[src/rtl/imm_builder_pkg.sv]
// imm_builder_pkg: shared op encodings, FSM state type and default widths
// for the immediate-load unit.
package imm_builder_pkg;

  localparam int unsigned DATA_W_DEF     = 16;
  localparam int unsigned IMM_W_DEF      = 8;
  localparam int unsigned REG_ADDR_W_DEF = 4;

  typedef enum logic [1:0] {
    OP_LUI   = 2'd0,
    OP_LLI   = 2'd1,
    OP_CHAIN = 2'd2,
    OP_RSVD  = 2'd3
  } op_e;

  typedef enum logic [1:0] {
    ST_IDLE  = 2'd0,
    ST_ACCUM = 2'd1,
    ST_WRITE = 2'd2
  } state_e;

endpackage

[src/rtl/imm_builder_if.sv]
// imm_builder_if: request side (decode -> unit) and RegFile write side
// (unit -> RegFile) of the immediate-load unit.
//   master: drives the request, observes ready and the write port (decode/bench)
//   slave : the imm_builder itself
interface imm_builder_if
  import imm_builder_pkg::*;
#(
  parameter int unsigned DATA_W     = DATA_W_DEF,
  parameter int unsigned IMM_W      = IMM_W_DEF,
  parameter int unsigned REG_ADDR_W = REG_ADDR_W_DEF
);

  logic                  in_valid;
  logic                  in_ready;
  op_e                   op;
  logic [IMM_W-1:0]      imm;
  logic [REG_ADDR_W-1:0] dest;
  logic                  last;
  logic [DATA_W-1:0]     old_data;
  logic                  RegWrite;
  logic [REG_ADDR_W-1:0] WriteReg;
  logic [DATA_W-1:0]     WriteData;
  logic                  busy;
  logic                  err;

  modport master (
    output in_valid, op, imm, dest, last, old_data,
    input  in_ready, RegWrite, WriteReg, WriteData, busy, err
  );

  modport slave (
    input  in_valid, op, imm, dest, last, old_data,
    output in_ready, RegWrite, WriteReg, WriteData, busy, err
  );

endinterface

[src/rtl/imm_merge.sv]
// imm_merge: combinational placement of one immediate fragment.
//   op_i       : LUI -> upper field, LLI -> lower field, CHAIN -> shift into base
//   base_i     : running accumulator (zero when a chain starts)
//   old_data_i : current register contents, upper part kept by LLI
//   imm_i      : fragment
//   merged_o   : composed DATA_W-bit value
module imm_merge
  import imm_builder_pkg::*;
#(
  parameter int unsigned DATA_W = DATA_W_DEF,
  parameter int unsigned IMM_W  = IMM_W_DEF
) (
  input  op_e               op_i,
  input  logic [DATA_W-1:0] base_i,
  input  logic [DATA_W-1:0] old_data_i,
  input  logic [IMM_W-1:0]  imm_i,
  output logic [DATA_W-1:0] merged_o
);

  localparam int unsigned UPPER_SH = DATA_W - IMM_W;

  // Low field of old_data is always replaced by the fragment.
  logic [IMM_W-1:0] unused_old_low;
  assign unused_old_low = old_data_i[IMM_W-1:0];

  always_comb begin
    merged_o = base_i;
    case (op_i)
      OP_LUI:   merged_o = DATA_W'(imm_i) << UPPER_SH;
      OP_LLI:   merged_o = {old_data_i[DATA_W-1:IMM_W], imm_i};
      // Oldest bits fall off the top, keeping the newest DATA_W/IMM_W fragments.
      OP_CHAIN: merged_o = (base_i << IMM_W) | DATA_W'(imm_i);
      default:  merged_o = base_i;
    endcase
  end

endmodule

[src/rtl/imm_builder.sv]
// imm_builder: composes a DATA_W-bit constant from immediate fragments and
// writes it to the RegFile with a one-cycle RegWrite pulse.
//   clk_i : clock, rising edge
//   rst_i : synchronous active-high reset
//   bus   : imm_builder_if.slave (request in, RegFile write port out)
// Build option: IMM_BUILDER_CHAIN_EN enables CHAIN and the ACCUM state;
// without it op 2 is rejected like the reserved op.
module imm_builder
  import imm_builder_pkg::*;
#(
  parameter int unsigned DATA_W     = DATA_W_DEF,
  parameter int unsigned IMM_W      = IMM_W_DEF,
  parameter int unsigned REG_ADDR_W = REG_ADDR_W_DEF
) (
  input logic          clk_i,
  input logic          rst_i,
  imm_builder_if.slave bus
);

  state_e                state_q, state_d;
  logic                  wr_en_q, wr_en_d;
  logic [REG_ADDR_W-1:0] wr_addr_q, wr_addr_d;
  logic [DATA_W-1:0]     wr_data_q, wr_data_d;
  logic                  err_q, err_d;

  logic                  accept_c;
  logic [DATA_W-1:0]     merge_base_c;
  logic [DATA_W-1:0]     merged_c;

  assign accept_c = bus.in_valid && (state_q != ST_WRITE);

`ifdef IMM_BUILDER_CHAIN_EN
  logic [DATA_W-1:0]     acc_q, acc_d;
  logic [REG_ADDR_W-1:0] dest_q, dest_d;

  // A CHAIN from IDLE starts from zero; only ACCUM continues the accumulator.
  assign merge_base_c = (state_q == ST_ACCUM) ? acc_q : '0;
`else
  logic unused_last;
  assign unused_last  = bus.last;
  assign merge_base_c = '0;
`endif

  imm_merge #(
    .DATA_W (DATA_W),
    .IMM_W  (IMM_W)
  ) u_merge (
    .op_i       (bus.op),
    .base_i     (merge_base_c),
    .old_data_i (bus.old_data),
    .imm_i      (bus.imm),
    .merged_o   (merged_c)
  );

  // Next-state and write-port decode.
  always_comb begin
    state_d   = state_q;
    wr_en_d   = 1'b0;
    wr_addr_d = wr_addr_q;
    wr_data_d = wr_data_q;
    err_d     = 1'b0;
`ifdef IMM_BUILDER_CHAIN_EN
    acc_d     = acc_q;
    dest_d    = dest_q;
`endif
    if (state_q == ST_WRITE) begin
      state_d = ST_IDLE;
    end else if (accept_c) begin
      // Any non-CHAIN op arriving mid-chain aborts it; the op still executes.
      if ((state_q == ST_ACCUM) && (bus.op != OP_CHAIN)) err_d = 1'b1;
      state_d = ST_IDLE;
      case (bus.op)
        OP_LUI, OP_LLI: begin
          state_d   = ST_WRITE;
          wr_en_d   = 1'b1;
          wr_addr_d = bus.dest;
          wr_data_d = merged_c;
        end
        OP_CHAIN: begin
`ifdef IMM_BUILDER_CHAIN_EN
          acc_d = merged_c;
          if (state_q == ST_IDLE) dest_d = bus.dest;
          if (bus.last) begin
            state_d   = ST_WRITE;
            wr_en_d   = 1'b1;
            wr_addr_d = (state_q == ST_IDLE) ? bus.dest : dest_q;
            wr_data_d = merged_c;
          end else begin
            state_d = ST_ACCUM;
          end
`else
          err_d = 1'b1;
`endif
        end
        default: err_d = 1'b1;
      endcase
    end
  end

  // State and output registers.
  always_ff @(posedge clk_i) begin
    if (rst_i) begin
      state_q   <= ST_IDLE;
      wr_en_q   <= 1'b0;
      wr_addr_q <= '0;
      wr_data_q <= '0;
      err_q     <= 1'b0;
`ifdef IMM_BUILDER_CHAIN_EN
      acc_q     <= '0;
      dest_q    <= '0;
`endif
    end else begin
      state_q   <= state_d;
      wr_en_q   <= wr_en_d;
      wr_addr_q <= wr_addr_d;
      wr_data_q <= wr_data_d;
      err_q     <= err_d;
`ifdef IMM_BUILDER_CHAIN_EN
      acc_q     <= acc_d;
      dest_q    <= dest_d;
`endif
    end
  end

  assign bus.RegWrite  = wr_en_q;
  assign bus.WriteReg  = wr_addr_q;
  assign bus.WriteData = wr_data_q;
  assign bus.err       = err_q;
  assign bus.in_ready  = (state_q != ST_WRITE);
  assign bus.busy      = (state_q != ST_IDLE);

endmodule
[src/flat_wrapper.sv]
// flat-port wrapper written by rule: the top's interface ports become plain ports
module imm_builder_flat import imm_builder_pkg::*;
#(
  parameter int unsigned DATA_W     = DATA_W_DEF,
  parameter int unsigned IMM_W      = IMM_W_DEF,
  parameter int unsigned REG_ADDR_W = REG_ADDR_W_DEF
)
  (clk_i, rst_i, bus_in_valid, bus_op, bus_imm, bus_dest, bus_last, bus_old_data, bus_in_ready, bus_RegWrite, bus_WriteReg, bus_WriteData, bus_busy, bus_err);
  imm_builder_if #(.DATA_W(DATA_W), .IMM_W(IMM_W), .REG_ADDR_W(REG_ADDR_W)) bus_i ();
  input logic clk_i;
  input logic rst_i;
  input wire logic [$bits(bus_i.in_valid)-1:0] bus_in_valid;
  input wire logic [$bits(bus_i.op)-1:0] bus_op;
  input wire logic [$bits(bus_i.imm)-1:0] bus_imm;
  input wire logic [$bits(bus_i.dest)-1:0] bus_dest;
  input wire logic [$bits(bus_i.last)-1:0] bus_last;
  input wire logic [$bits(bus_i.old_data)-1:0] bus_old_data;
  output wire logic [$bits(bus_i.in_ready)-1:0] bus_in_ready;
  output wire logic [$bits(bus_i.RegWrite)-1:0] bus_RegWrite;
  output wire logic [$bits(bus_i.WriteReg)-1:0] bus_WriteReg;
  output wire logic [$bits(bus_i.WriteData)-1:0] bus_WriteData;
  output wire logic [$bits(bus_i.busy)-1:0] bus_busy;
  output wire logic [$bits(bus_i.err)-1:0] bus_err;
  assign bus_i.in_valid = bus_in_valid;
  assign bus_i.op = bus_op;
  assign bus_i.imm = bus_imm;
  assign bus_i.dest = bus_dest;
  assign bus_i.last = bus_last;
  assign bus_i.old_data = bus_old_data;
  assign bus_in_ready = bus_i.in_ready;
  assign bus_RegWrite = bus_i.RegWrite;
  assign bus_WriteReg = bus_i.WriteReg;
  assign bus_WriteData = bus_i.WriteData;
  assign bus_busy = bus_i.busy;
  assign bus_err = bus_i.err;
  imm_builder #(.DATA_W(DATA_W), .IMM_W(IMM_W), .REG_ADDR_W(REG_ADDR_W)) u_core (.clk_i(clk_i), .rst_i(rst_i), .bus(bus_i));
endmodule
[config.mk]
export PLATFORM = sky130hd
export DESIGN_NAME = imm_builder_flat
export DESIGN_NICKNAME = d
export VERILOG_FILES = /design/src/rtl/imm_builder_pkg.sv /design/src/rtl/imm_builder_if.sv /design/src/rtl/imm_merge.sv /design/src/rtl/imm_builder.sv /design/src/flat_wrapper.sv
export SDC_FILE = /design/constraint.sdc
export NUM_CORES = 1
export LEC_CHECK = 0
export CORE_MARGIN = 5
export CORE_UTILIZATION = 38
export DETAILED_ROUTE_END_ITERATION = 12
export PLACE_DENSITY = 0.84
export REMOVE_ABC_BUFFERS = 1
export SLEW_MARGIN = 20
export SYNTH_ARGS = -nofsm -noshare
export SYNTH_HDL_FRONTEND = slang
export SYNTH_SLANG_ARGS = --single-unit
[constraint.sdc]
create_clock -name clk_i -period 3.33 [get_ports clk_i]
set_clock_uncertainty 0.1 [all_clocks]
set_input_delay 0.999 -clock clk_i [delete_from_list [all_inputs] [get_ports clk_i]]
set_output_delay 0.999 -clock clk_i [all_outputs]
set_load 0.01 [all_outputs]
; Word level (Yosys, flattened, before mapping)
; Index checks and enable logic that the tools add are counted.
[classes]
shifts = 0
n_lt_le_gt_ge = 0
addsub = 0
multipliers = 0
n_mux = 5
n_eq_ne = 6
reduce_logical = 8
bitwise_logic = 2
div = 0
[op_table]
columns = op, n
row1 = $pmux 16 s3, 1
row2 = $eq 2x1->1 const B, 2
row3 = $eq 2x2->1 const B, 2
row4 = $ne 2x2->1 const B, 2
row5 = $reduce_or 2->1, 2
row6 = $mux 1, 3
row7 = $reduce_and 3->1, 1
row8 = $reduce_or 3->1, 1
row9 = $logic_and 1x1->1, 2
row10 = $logic_not 2->1, 1
row11 = $mux 2, 1
row12 = $not 1->1, 2
row13 = $reduce_bool 2->1, 1
[word_totals]
latchBits = 0
rom_bits = 0
regBits = 24
in_bits = 34
out_inout_bits = 24
mem_bits_rw = 0
memories = 0

; Longest topological paths before layout
; Gate-level depths: netlist (run 1).
[logic_depth]
ltp_word = 4
mapped_depth = 5

; Modules after synthesis
; From an unflattened synthesis (run 1), not the netlist that was laid out.
[hier_totals]
cells_unflattened = 125
hier_area_um2 = 1440.1
[by_module_without_submodules]
columns = mod, area_per_inst_um2, n_inst, seq_area_each_um2, cells_per_inst
row1 = imm_builder, 1002.2, 1, 460.4, 95
row2 = imm_merge, 437.9, 1, 0.0, 30

; Least setup slack after synthesis (run 1)
; OpenSTA, ideal clock, no wires.
[synth_timing]
path_kind = input port to flip-flop
from = in bus_op[1]
to = reg u_core.wr_data_q[2] (netlist: u_core.bus.WriteData[2])
stages = 5
setup_time_ns = 0.132
n_path_buf = 2
t_arrival_ns = 1.711
required_ns = 3.098
setup_slack_ns = 1.386
cell_sequence = or3b_1 > clkbuf_1 > buf_6 > nand2_1 > a21oi_1
[synth_between]
elab_chain_cells = 3
[synth_lines]
columns = element, line_no
row1 = from (decl), flat_wrapper.sv:13  ; input wire logic [$bits(bus_i.op)-1:0] bus_op;
row2 = $eq 2x1->1 or $logic_not 2->1 (tied branches), "imm_merge.sv:28, imm_builder.sv:72"
row3 = $reduce_or 2->1, imm_builder.sv:72  ; case (bus.op)
row4 = $reduce_and 3->1 (no line), -
row5 = to (signal assigned), imm_builder.sv:116  ; wr_data_q <= wr_data_d;
row6 = to (decl), imm_builder.sv:23  ; logic [DATA_W-1:0] wr_data_q, wr_data_d;
; Several ways; a longest one is shown, not always the timed one.
; A chain may end at the register's enable or synchronous reset.

; Final worst setup path (run 1)
[layout_timing]
from = reg u_core.state_q[1]
to = out bus_busy
[layout_between]
elab_chain_cells = 1
[layout_lines]
columns = element, line_no
row1 = from (decl), imm_builder.sv:20  ; state_e state_q, state_d;
row2 = from (signal assigned), imm_builder.sv:113  ; state_q <= state_d;
row3 = $reduce_bool 2->1, imm_builder.sv:130  ; assign bus.busy = (state_q != ST_IDLE);
row4 = to (decl), flat_wrapper.sv:22  ; output wire logic [$bits(bus_i.busy)-1:0] bus_busy;
; Every way passes these cells.

==> out/qor.yml, run 1 <==
run_status:
  outcome: "completed"
yosys:
  yosysSeqAreaShare: 0.515
  yosysWarnings: 0
  synthTopCellsByArea: "dfxtp_1, mux2i_1, a21oi_1"
  synth_area_um2: 893
  ys_ff_latch: 23
  netlist.top_cell.by_area: "dfxtp_1"
  synthDistinctLibCells: 15
  synth.top_cell.area_share: 0.515
  syn_inst: 97
  syn-mean-instance-area_um2: 9.21
clocking:
  post_cts_resized: 0
  cts_tree: "built"
  clock_latency_ns: 0.30
  cts_setup_buffers: 0
  cts.path.max_buffers: 2
  root_buffer: "clkbuf_4"
  postCtsHoldBufs: 0
  cts_buffers: 3
  numClockSinks: 23
  path_clk_slew_ns: 0.12
  htreeDepth: 1
final_layout:
  fill_cells: 202
  antennaDiodeCount: 0
  areaGrowthSynthToFinish_pct: 57.3
  nNetsFinal: 179
  drive_above_1_share: 0.0556
  seq_area_um2: 460
  multi_input_area_um2: 375
floorplan:
  die_x_um: 58.5
  die_area_um2: 3420
  fp-row-count: 17
  core-area_um2: 2230
  pin_count: 58
  initial_utilization: 0.400
  die_h_um: 58.5
sta:
  fmax_ghz: 0.411
  slew_headroom: 0.458
  final-setup-viol-count: 0
  holdWs_ns: 0.361
  rsz0062_at_grt: "false"
  tns_ns: 0
  worst_pin_slew_ns: 0.811
  maxSlewViolCount: 0
  fin_crit_ns: 2.43
  finalHoldViolCount: 0
  fin_crit_sh: 0.730
critical_path:
  critPathCaptureType: "output pin"
  cp_max_fo: 5
  rr_endpoint: "u_core.bus.WriteReg[0]$_SDFFE_PP0P_"
  r2r_cells: 3
  reg2reg_slack_ns: 1.85
  arrival_ns: 1.33
  cpLargestDelayFamily: "buffers and inverters"
  path_cells: "clkdlybuf4s50_1"
  setup.worst_path.start_class: "flop"
  slowest_delay_ns: 0.58
  worst-path-buf-inv: 1
  crit_type: "reg -> out"
  r2r-start: "u_core.state_q[1]$_SDFFE_PP0N_"
  crit_required_ns: 2.23
  cp_slowest_cell: "clkdlybuf4s50_1"
power:
  p_per_area_nw_per_um2: 376
  cellLeakagePower_uw: 0.000516
  ir_worst_vdd_v: 0.000274
routing:
  routedWlPerCell_um: 13.4
  avgViaCountPerCell: 4.84
  routed_wl_um: 2310
  vias: 832
  ant_nets: 0
  drtIter0Drc: 14
  drt-pass1-iter-count: 4
  drcViolationCount: 0
global_route:
  grt_remaining_overflow: 0
  grt_antenna_before_repair: 0
  grt_pass1_wl_um: 3800
  grt_usage: 0.139
  grt_max_degree: 24
  grt_pass1_vias: 865
placed_design:
  hpwl_um: 1760
  io_buffer_count: 48
  place_congestion: 0.708
hold_path:
  hp-start: "u_core.bus.WriteData[6]$_SDFFE_PP0P_"
  min_delay_path_depth: 2
  hold_path.class: "reg -> reg"
  holdPathEnd: "u_core.bus.WriteData[6]$_SDFFE_PP0P_"
run:
  cap_violations: 0
-- flip-flops by register name (all words and copies together) (netlist names) --
name                  cells
u_core.bus.WriteData     16
u_core.bus.WriteReg       4
u_core.bus.RegWrite       1
u_core.bus.err            1
u_core.state_q            1
-- worst max path at each step --
stage | start | endpoint | cells after the start
after detailed placement | bus_in_valid | u_core.bus.WriteReg[0]$_SDFFE_PP0P_ | 4
after global routing | u_core.state_q[1]$_SDFFE_PP0N_ | bus_busy | 1
after CTS | u_core.state_q[1]$_SDFFE_PP0N_ | bus_busy | 1
final | u_core.state_q[1]$_SDFFE_PP0N_ | bus_busy | 1
after floorplan | bus_in_valid | u_core.bus.WriteData[10]$_SDFFE_PP0P_ | 3
after global placement | bus_op[1] | u_core.bus.WriteReg[1]$_SDFFE_PP0P_ | 4
-- cell type report --
class                   count  share of cell area
clock inverters             1             0.00356
clock buffers               3              0.0160
inverters                   1             0.00267
flip-flops and latches     23               0.328
multi-input cells          65               0.267
well taps                  28              0.0249
repair buffers             51               0.358
-- worst min-delay path: stages (launching register included) --
cell and delay, ns:
dfxtp_1 0.33, nand2_1 0.05, a21oi_1 0.05
-- power by group --
part | leakage, uW | switching [uW] | internal [uW] | total (uW)
Sequential | 0.000188 | 6.68 | 288 | 295
Combinational | 0.000310 | 43.3 | 63.8 | 107
Clock | 0.0000177 | 81.7 | 44.8 | 126
Total | 0.000516 | 132 | 397 | 529
-- routing by layer --
metal / share of wire / GRT usage
met4: 0 / 0.0298
met2: 0.46 / 0.236
met1: 0.41 / 0.154
met3: 0.14 / 0.0724
met5: 0 / 0
-- cell usage in the layout (no fill, tap or decap) --
cell type,count
buf_4,3
inv_1,1
clkbuf_4,3
nand2_1,16
mux2i_1,8
nor2_1,10
a21oi_1,12
clkdlybuf4s50_1,48
nor3b_4,1
dfxtp_1,23
nor4bb_1,1
or3b_1,1
nand3_1,8
clkinv_2,1
a211oi_1,8
-- cells by family after synthesis --
logic type	after synthesis	share of synthesized area
buf+inv	9	0.0644
mux	8	0.0896
flops	23	0.515
compound gates	20	0.134
simple gates	37	0.196
-- per-stage QoR --
step	cell area, um2	total power, uW	std cells	util	setup WS, ns
2_1_floorplan	840	336	89	-	1.26
3_3_place_gp	1380	406	168	0.617	0.781
3_5_place_dp	1380	409	168	0.617	0.735
4_1_cts	1410	536	172	0.629	0.881
5_1_grt	1410	555	172	0.629	0.841
6_report	1410	529	172	0.629	0.899
-- synthesized netlist by cell type --
| cell | count |
|---|---|
| inv_1 | 1 |
| or3b_1 | 1 |
| nand3_1 | 8 |
| buf_4 | 2 |
| nor3b_4 | 1 |
| mux2i_1 | 8 |
| nor4bb_1 | 1 |
| a21oi_1 | 12 |
| clkbuf_1 | 3 |
| buf_2 | 1 |
| buf_6 | 2 |
| nand2_1 | 16 |
| nor2_1 | 10 |
| dfxtp_1 | 23 |
| a211oi_1 | 8 |
(Power assumes the default switching activity.)
==> run 2, diff against run 1 <==
Settings changed: CORE_UTILIZATION 38 to 31, PLACE_DENSITY 0.84 to 0.73.
Clock period 3.33 ns to 2.2 ns, I/O delays scaled along.
==> run 2 against run 1 <==
Effect of this change:
- final cell count is 2.9% higher
- register-to-register slack worse by 1.1 ns
- power is 52% higher
- largest cell class unchanged
- highest routed layer is now met4
- worst hold slack better by 0.0030 ns
- utilization is 11 points lower
- clock power is 52% higher
- sequential share of layout area is 0.43 points lower
- global-route usage is 1.6 points lower
- die area is 19% higher
- worst setup slack worse by 0.80 ns
- first-iteration DRC count is 43% higher
- via count is 2.6% higher
==> out/qor.yml, run 2 (synthesis gave the netlist of run 1 again) <==
hold_path:
  hold_path.class: "reg -> reg"
routing:
  drt-pass1-iter-count: 4
  routedWlPerCell_um: 13.8
  ant_nets: 0
  drtIter0Drc: 20
  avgViaCountPerCell: 4.82
  vias: 854
  routed_wl_um: 2450
  drcViolationCount: 0
clocking:
  post_cts_resized: 0
  clock_latency_ns: 0.30
  path_clk_slew_ns: 0.13
  cts_buffers: 3
  cts_tree: "built"
  numClockSinks: 23
  root_buffer: "clkbuf_4"
  cts.path.max_buffers: 2
  cts_setup_buffers: 0
  htreeDepth: 1
  postCtsHoldBufs: 0
critical_path:
  r2r-start: "u_core.state_q[1]$_SDFFE_PP0N_"
  setup.worst_path.start_class: "flop"
  crit_path_end: "bus_busy"
  r2r_cells: 3
  rr_endpoint: "u_core.bus.WriteData[3]$_SDFFE_PP0P_"
  crit_type: "reg -> out"
  cpLargestDelayFamily: "buffers and inverters"
  crit_cells: 1
  arrival_ns: 1.34
  cp_max_fo: 5
  slowest_delay_ns: 0.58
  crit_required_ns: 1.44
  cp_slowest_cell: "clkdlybuf4s50_1"
  reg2reg_slack_ns: 0.76
  worst-path-buf-inv: 1
  path_cells: "clkdlybuf4s50_1"
  critPathCaptureType: "output pin"
  crit_start: "u_core.state_q[1]$_SDFFE_PP0N_"
final_layout:
  nNetsFinal: 181
  final_cells: 177
  largest_reg_flops: 16
  stdcell_area_um2: 1420
  final_cell_mix: "clkdlybuf4s50_1, dfxtp_1, nand2_1, a21oi_1, nor2_1"
  areaGrowthSynthToFinish_pct: 59.4
  antennaDiodeCount: 0
  final_common_cell: "clkdlybuf4s50_1"
  drive_above_1_share: 0.0685
  final_core_util: 0.516
sta:
  rsz0062_at_grt: "false"
  maxSlewViolCount: 0
  fmax_ghz: 0.476
  worst_pin_slew_ns: 0.519
  final-setup-viol-count: 0
  fin_crit_sh: 0.955
  tns_ns: 0
  finalHoldViolCount: 0
  slew_headroom: 0.654
  fin_crit_ns: 2.10
floorplan:
  core-area_um2: 2760
  die_h_um: 63.7
  initial_utilization: 0.324
  pin_count: 58
  die_area_um2: 4060
  fp-row-count: 19
  die_x_um: 63.7
power:
  fin_total_pwr_uw: 804
  p_per_area_nw_per_um2: 565
  ir_worst_vdd_v: 0.000392
  cellLeakagePower_uw: 0.000525
global_route:
  grt_pass1_wl_um: 4000
  grt_remaining_overflow: 0
  grt_usage: 0.123
  grt_antenna_before_repair: 0
  grt_pass1_vias: 895
  grt_max_degree: 17
placed_design:
  place_congestion: 0.670
  io_buffer_count: 48
  placedInstanceArea_um2: 1400
  dp_cells: 173
run_status:
  outcome: "completed"
run:
  cap_violations: 0
## run 2: layer usage
metal / global-route usage / share of wire / up-vias
met5: 0 / 0 / -
met4: 0.0519 / 0.0041 / 0
met3: 0.0835 / 0.15 / 2
met2: 0.211 / 0.46 / 36
met1: 0.112 / 0.39 / 381
li1: - / - / 435
## run 2: per-stage QoR
stage / hold WS [ns] / setup WS, ns
6_report: 0.364 / 0.0989
5_1_grt: 0.390 / 0.0236
4_1_cts: 0.364 / 0.0656
3_5_place_dp: 0.347 / -0.0536
3_3_place_gp: 0.337 / 0.0200
2_1_floorplan: 0.370 / 0.468
## run 2: worst min-delay path by stage
| stage | start | to | slack [ns] | depth (start not counted) |
|---|---|---|---|---|
| after floorplan | u_core.bus.WriteData[0]$_SDFFE_PP0P_ | u_core.bus.WriteData[0]$_SDFFE_PP0P_ | 0.37 | 2 |
| after global placement | u_core.bus.WriteData[5]$_SDFFE_PP0P_ | u_core.bus.WriteData[5]$_SDFFE_PP0P_ | 0.34 | 2 |
| after detailed placement | u_core.bus.WriteData[6]$_SDFFE_PP0P_ | u_core.bus.WriteData[6]$_SDFFE_PP0P_ | 0.35 | 2 |
| after CTS | u_core.bus.WriteData[6]$_SDFFE_PP0P_ | u_core.bus.WriteData[6]$_SDFFE_PP0P_ | 0.36 | 2 |
| after global routing | u_core.bus.WriteData[2]$_SDFFE_PP0P_ | u_core.bus.WriteData[2]$_SDFFE_PP0P_ | 0.39 | 2 |
| final | u_core.bus.WriteData[6]$_SDFFE_PP0P_ | u_core.bus.WriteData[6]$_SDFFE_PP0P_ | 0.36 | 2 |
## run 2: power breakdown
group	total, uW	switching (uW)	internal [uW]
logic	166	66.9	98.8
registers	447	10.1	437
clock network	192	124	67.8
## run 2: cell type report
cell class | count | area, um2
clock buffer | 3 | 22.5
clock inverter | 1 | 5.00
fill | 268 | 1330
inverter | 1 | 3.75
multi-input combinational | 65 | 375
sequential | 23 | 460
tap | 31 | 38.8
timing repair buffer | 53 | 518
## run 2: tightest hold or removal path: cells and delay by family, from the launching register on
| kind | cells | cell delay (ns) |
|---|---|---|
| flops | 1 | 0.33 |
| simple gates | 1 | 0.05 |
| compound gates | 1 | 0.05 |
